**config.mk**
```make
export PLATFORM = sky130hd
export DESIGN_NAME = mem_fifo_ctrl
export DESIGN_NICKNAME = d
export VERILOG_FILES = /design/src/rtl/mem_fifo_ctrl.sv
export SDC_FILE = /design/constraint.sdc
export NUM_CORES = 1
export LEC_CHECK = 0
export ABC_AREA = 1
export CORE_ASPECT_RATIO = 1.5
export CORE_MARGIN = 2
export CORE_UTILIZATION = 41
export DETAILED_ROUTE_END_ITERATION = 6
export HOLD_SLACK_MARGIN = 0.15
export PLACE_DENSITY = 0.75
export SYNTH_ARGS = -nofsm -noshare
export SYNTH_HDL_FRONTEND = slang
export SYNTH_SLANG_ARGS = --single-unit
```
**constraint.sdc**
```tcl
create_clock -name ck -period 1.7 [get_ports ck]
set_clock_uncertainty 0.2 [all_clocks]
set_input_delay 0.34 -clock ck [delete_from_list [all_inputs] [get_ports ck]]
set_output_delay 0.34 -clock ck [all_outputs]
set_load 0.03 [all_outputs]
```
**src/rtl/mem_fifo_ctrl.sv**
```systemverilog
// Push/pop FIFO controller in front of a single-port RAM with synchronous write and
// asynchronous read. At most one RAM access per clock; pop wins when the FIFO is non-empty.
module mem_fifo_ctrl #(
  parameter int unsigned ADDR_W = 7,
  parameter int unsigned DATA_W = 8
) (
  input  logic              ck,
  input  logic              rst,
  input  logic              push,
  input  logic [DATA_W-1:0] push_data,
  output logic              push_ack,
  input  logic              pop,
  output logic              pop_ack,
  output logic [DATA_W-1:0] pop_data,
  output logic              pop_valid,
  output logic              full,
  output logic              empty,
  output logic [ADDR_W:0]   count,
  output logic [ADDR_W-1:0] mem_adr,
  output logic [DATA_W-1:0] mem_din,
  output logic              mem_we,
  input  logic [DATA_W-1:0] mem_dout
);

  localparam logic [ADDR_W:0] DepthCnt = {1'b1, {ADDR_W{1'b0}}};

  logic [ADDR_W-1:0] wr_ptr_q, wr_ptr_d;
  logic [ADDR_W-1:0] rd_ptr_q, rd_ptr_d;
  logic [ADDR_W:0]   count_q, count_d;
  logic              full_q, full_d;
  logic              empty_q, empty_d;
  logic              pop_valid_q;
  logic [DATA_W-1:0] pop_data_q, pop_data_d;

  // Arbitration and RAM drive
  always_comb begin
    pop_ack  = pop & ~empty_q;
    push_ack = push & ~full_q & ~pop_ack;
    mem_adr  = push_ack ? wr_ptr_q : rd_ptr_q;
    // Gate with reset so an in-flight push cannot corrupt the RAM while reset is held.
    mem_we   = push_ack & ~rst;
    mem_din  = push_data;
  end

  always_comb begin
    wr_ptr_d   = wr_ptr_q;
    rd_ptr_d   = rd_ptr_q;
    count_d    = count_q;
    pop_data_d = pop_data_q;
    if (pop_ack) begin
      rd_ptr_d   = rd_ptr_q + ADDR_W'(1);
      count_d    = count_q - (ADDR_W + 1)'(1);
      pop_data_d = mem_dout;
    end else if (push_ack) begin
      wr_ptr_d = wr_ptr_q + ADDR_W'(1);
      count_d  = count_q + (ADDR_W + 1)'(1);
    end
    full_d  = (count_d == DepthCnt);
    empty_d = (count_d == '0);
  end

  always_ff @(posedge ck or posedge rst) begin
    if (rst) begin
      wr_ptr_q    <= '0;
      rd_ptr_q    <= '0;
      count_q     <= '0;
      full_q      <= 1'b0;
      empty_q     <= 1'b1;
      pop_valid_q <= 1'b0;
      pop_data_q  <= '0;
    end else begin
      wr_ptr_q    <= wr_ptr_d;
      rd_ptr_q    <= rd_ptr_d;
      count_q     <= count_d;
      full_q      <= full_d;
      empty_q     <= empty_d;
      pop_valid_q <= pop_ack;
      pop_data_q  <= pop_data_d;
    end
  end

  assign pop_data  = pop_data_q;
  assign pop_valid = pop_valid_q;
  assign full      = full_q;
  assign empty     = empty_q;
  assign count     = count_q;

endmodule

```
==> impl_metrics.ini <==
[status]
status = finished with violations
violations = setup timing

[power]
p_sw_mw = 1.920
switching_share_pct = 45.71
power.leakage_nw = 1.418
peakVddDrop_mv = 1.040
p_seq_share_pct = 32.1
clkPwrFrac_pct = 12.8
powerDensity_mw_per_mm2 = 1486
intPower_mw = 2.281
comb_power_share_pct = 55.1

[clocking]
cts.htree.levels = 2
cts.sinks = 33
tritoncts = done
ctsHoldBuffers = 0
cts_made_buffers = 5
clk_pin_slew_worst_paths_ps = 60
cts-root-buf = clkbuf_8
insertion_delay_ps = 280
clockBufferDepth = 2

[yosys]
syn-instance-count = 216
syn-num-nets = 240
async_flop_share_pct = 100.0
synth-edff-count = 0
synthTopCellsByArea = dfrtp_1 (45%), nand2_1 (13%), inv_1 (6.1%), xor2_1 (5.4%), nand3_1 (5.1%)
syn_area_per_cell_sq_um = 8.197
ys.flop_type = dfrtp_1
yosysWarnings = 0
ys_types = 25
syn_area_sq_mm = 0.001770
synth-seq-cells = 33
synth-seq-area-share_pct = 46.71
synth_top_area_share_pct = 45.23
synth_top_area_cell = dfrtp_1

[setup_path]
start_kind = flip-flop
cp.required_ps = 1160
reg2reg_from = empty
cp.arrival_ps = 1420
endpoint_kind = output port
reg2reg_slack_ps = -190
crit_type = flip-flop to output port
critPathSlowestCell = dfstp_2
setup.worst_path.end = mem_adr[4]
path_cells = buf_6 -> nor2_4 -> nor2_4 -> nand2_2 -> o21ai_2 -> buf_6
critical_path.max_stage_delay_ps = 550
reg2reg_depth = 10
r2r_end = full
cp_max_fo = 4
startpoint = empty

[routing]
dr.pass1.iters = 4
drtIter0Drc = 31
drtAntennaViolNets = 0
wire_per_inst_um = 13.27
drc = 0
routed_wl_um = 4444
vias = 1625
vias_per_cell = 4.851

[min_path]
hp-class = flip-flop to flip-flop
hold_depth = 1

[cells_and_area]
areaGrowthSynthToFinish_pct = 59.72
n_antenna_cell = 0
final_nets = 314
design_area_sq_mm = 0.002828
layout-drive-gt1-share_pct = 38.41
fin_cells = 335

[floorplanning]
die_width_um = 57.66
io_pins = 57
core-area_sq_mm = 0.004173
rows = 29
dieArea_sq_mm = 0.004871
initial_core_util_pct = 42.43
die_y_um = 84.48

[place]
portBuffers = 40
gp_routability_congestion = 0.8318
hpwl_um = 2964
dp.cells = 317
place_area_sq_mm = 0.002425
pre_cts_slack_ps = -536.0

[sta]
min_period_ps = 1956
hold_viol = 0
tns_ps = -3432
relSlewSlack_pct = 77.95
worst_slack_ps = -256.2
period_share_pct = 115.1
rsz0062_at_grt = true
maxSlewViolCount = 0
tightest_slew_ps = 332.1
max_freq_mhz = 511.2
finalSetupViolations = 21

[global_routing]
grt_pass1_wl_um = 7334
grt_pass1_vias = 1624
met3_usage_pct = 4.931
grt.overflow.total = 0
use_met1_pct = 21.54
grt-busiest-layer = met2
antenna_found_initial = 0
grt_max_degree = 34
grt.total_usage_pct = 19.89
met2_usage_pct = 35.33

[flow_run]
maxCapViolCount = 0
-- Yosys cell counts, types with 2 or more instances --
master and instances:
nor2_1 12, nand3_1 18, o21ai_0 11, clkbuf_1 2, ha_1 4, nand2_2 5
nor2_2 3, nand4_1 2, nor4_2 3, inv_1 29, xor2_1 11, buf_4 9
nand2_1 63, xnor2_1 2, dfrtp_1 32
-- cell type report --
cell class	count	area [sq um]
fill	335	1345
multi-input combinational	141	1032
sequential	33	827.0
timing repair buffer	78	719.4
inverter	31	117.6
clock buffer	5	68.82
tap	46	57.56
clock inverter	1	5.005
-- routing by layer --
layer | share of wire (%) | routed length (um)
met4 | 2.2 | 97
met3 | 4.2 | 185
met2 | 56 | 2479
met1 | 38 | 1681
met5 | 0 | 0
-- through the flow --
step                total power, mW  hold slack [ps]  utilization, %
global route                  4.494            285.8           67.77
finish                        4.201            269.1           67.77
CTS                           4.117            275.3           65.58
global placement              3.382            258.6           58.11
floorplan                     2.650            241.6               -
detailed placement            3.436            264.3           58.11
-- critical path: cells and delay by family (launching register included) --
family	cells	cell delay, ps
flip-flops	1	550
AO/OA/AOI/OAI	1	60
buffers and inverters	2	240
AND/OR/NAND/NOR	3	270
-- kinds of logic after synthesis --
family,Yosys count,synth area share (%)
flops,33,46.71
fa+ha+maj,4,2.827
xor+xnor,14,7.350
buf+inv,43,11.09
compound gates,13,3.887
simple gates,109,28.13
-- repair_timing --
item                       CTS  global route
pin swaps                   15             9
gates cloned                 1             0
setup buffers               11             1
resized for setup           64            21
setup endpoints to repair   37            29
-- sequential cells by signal (all words and copies together) (netlist names) --
| name | count |
|---|---|
| count | 8 |
| empty | 1 |
| full | 1 |
| pop_data | 8 |
| pop_valid | 1 |
| rd_ptr_q | 7 |
| wr_ptr_q | 7 |
-- power by group through the flow --
stage	Combinational (mW)	Sequential [mW]	Clock (mW)
final	2.31	1.35	0.539
after global routing	2.51	1.40	0.589
after CTS	2.22	1.34	0.553
after detailed placement	2.10	1.34	0
after global placement	2.06	1.33	0
after floorplan	1.13	1.52	0
-- worst min path at each step --
stage	startpoint	slack (ps)	end
after floorplan	wr_ptr_q[2]	240	wr_ptr_q[2]
after global placement	wr_ptr_q[2]	260	wr_ptr_q[2]
after detailed placement	pop_data[2]	260	pop_data[2]
after CTS	wr_ptr_q[2]	280	wr_ptr_q[2]
after global routing	wr_ptr_q[2]	290	wr_ptr_q[2]
final	wr_ptr_q[2]	270	wr_ptr_q[2]
-- cells in the final DEF, fill, tap and decap left out, drive strengths merged --
| cell type | instances |
|---|---|
| nand2 | 69 |
| buf | 51 |
| dfrtp | 32 |
| inv | 30 |
| nand3 | 19 |
| dlygate4sd2 | 16 |
| nor2 | 16 |
| o21ai | 13 |
| xor2 | 12 |
| clkdlybuf4s50 | 9 |
| clkbuf | 7 |
| ha | 4 |
| nor4 | 3 |
| clkinv | 2 |
| nand4 | 2 |
| xnor2 | 2 |
| nor3 | 1 |
| dfstp | 1 |
Note: power is estimated with default switching activity, not from simulation.
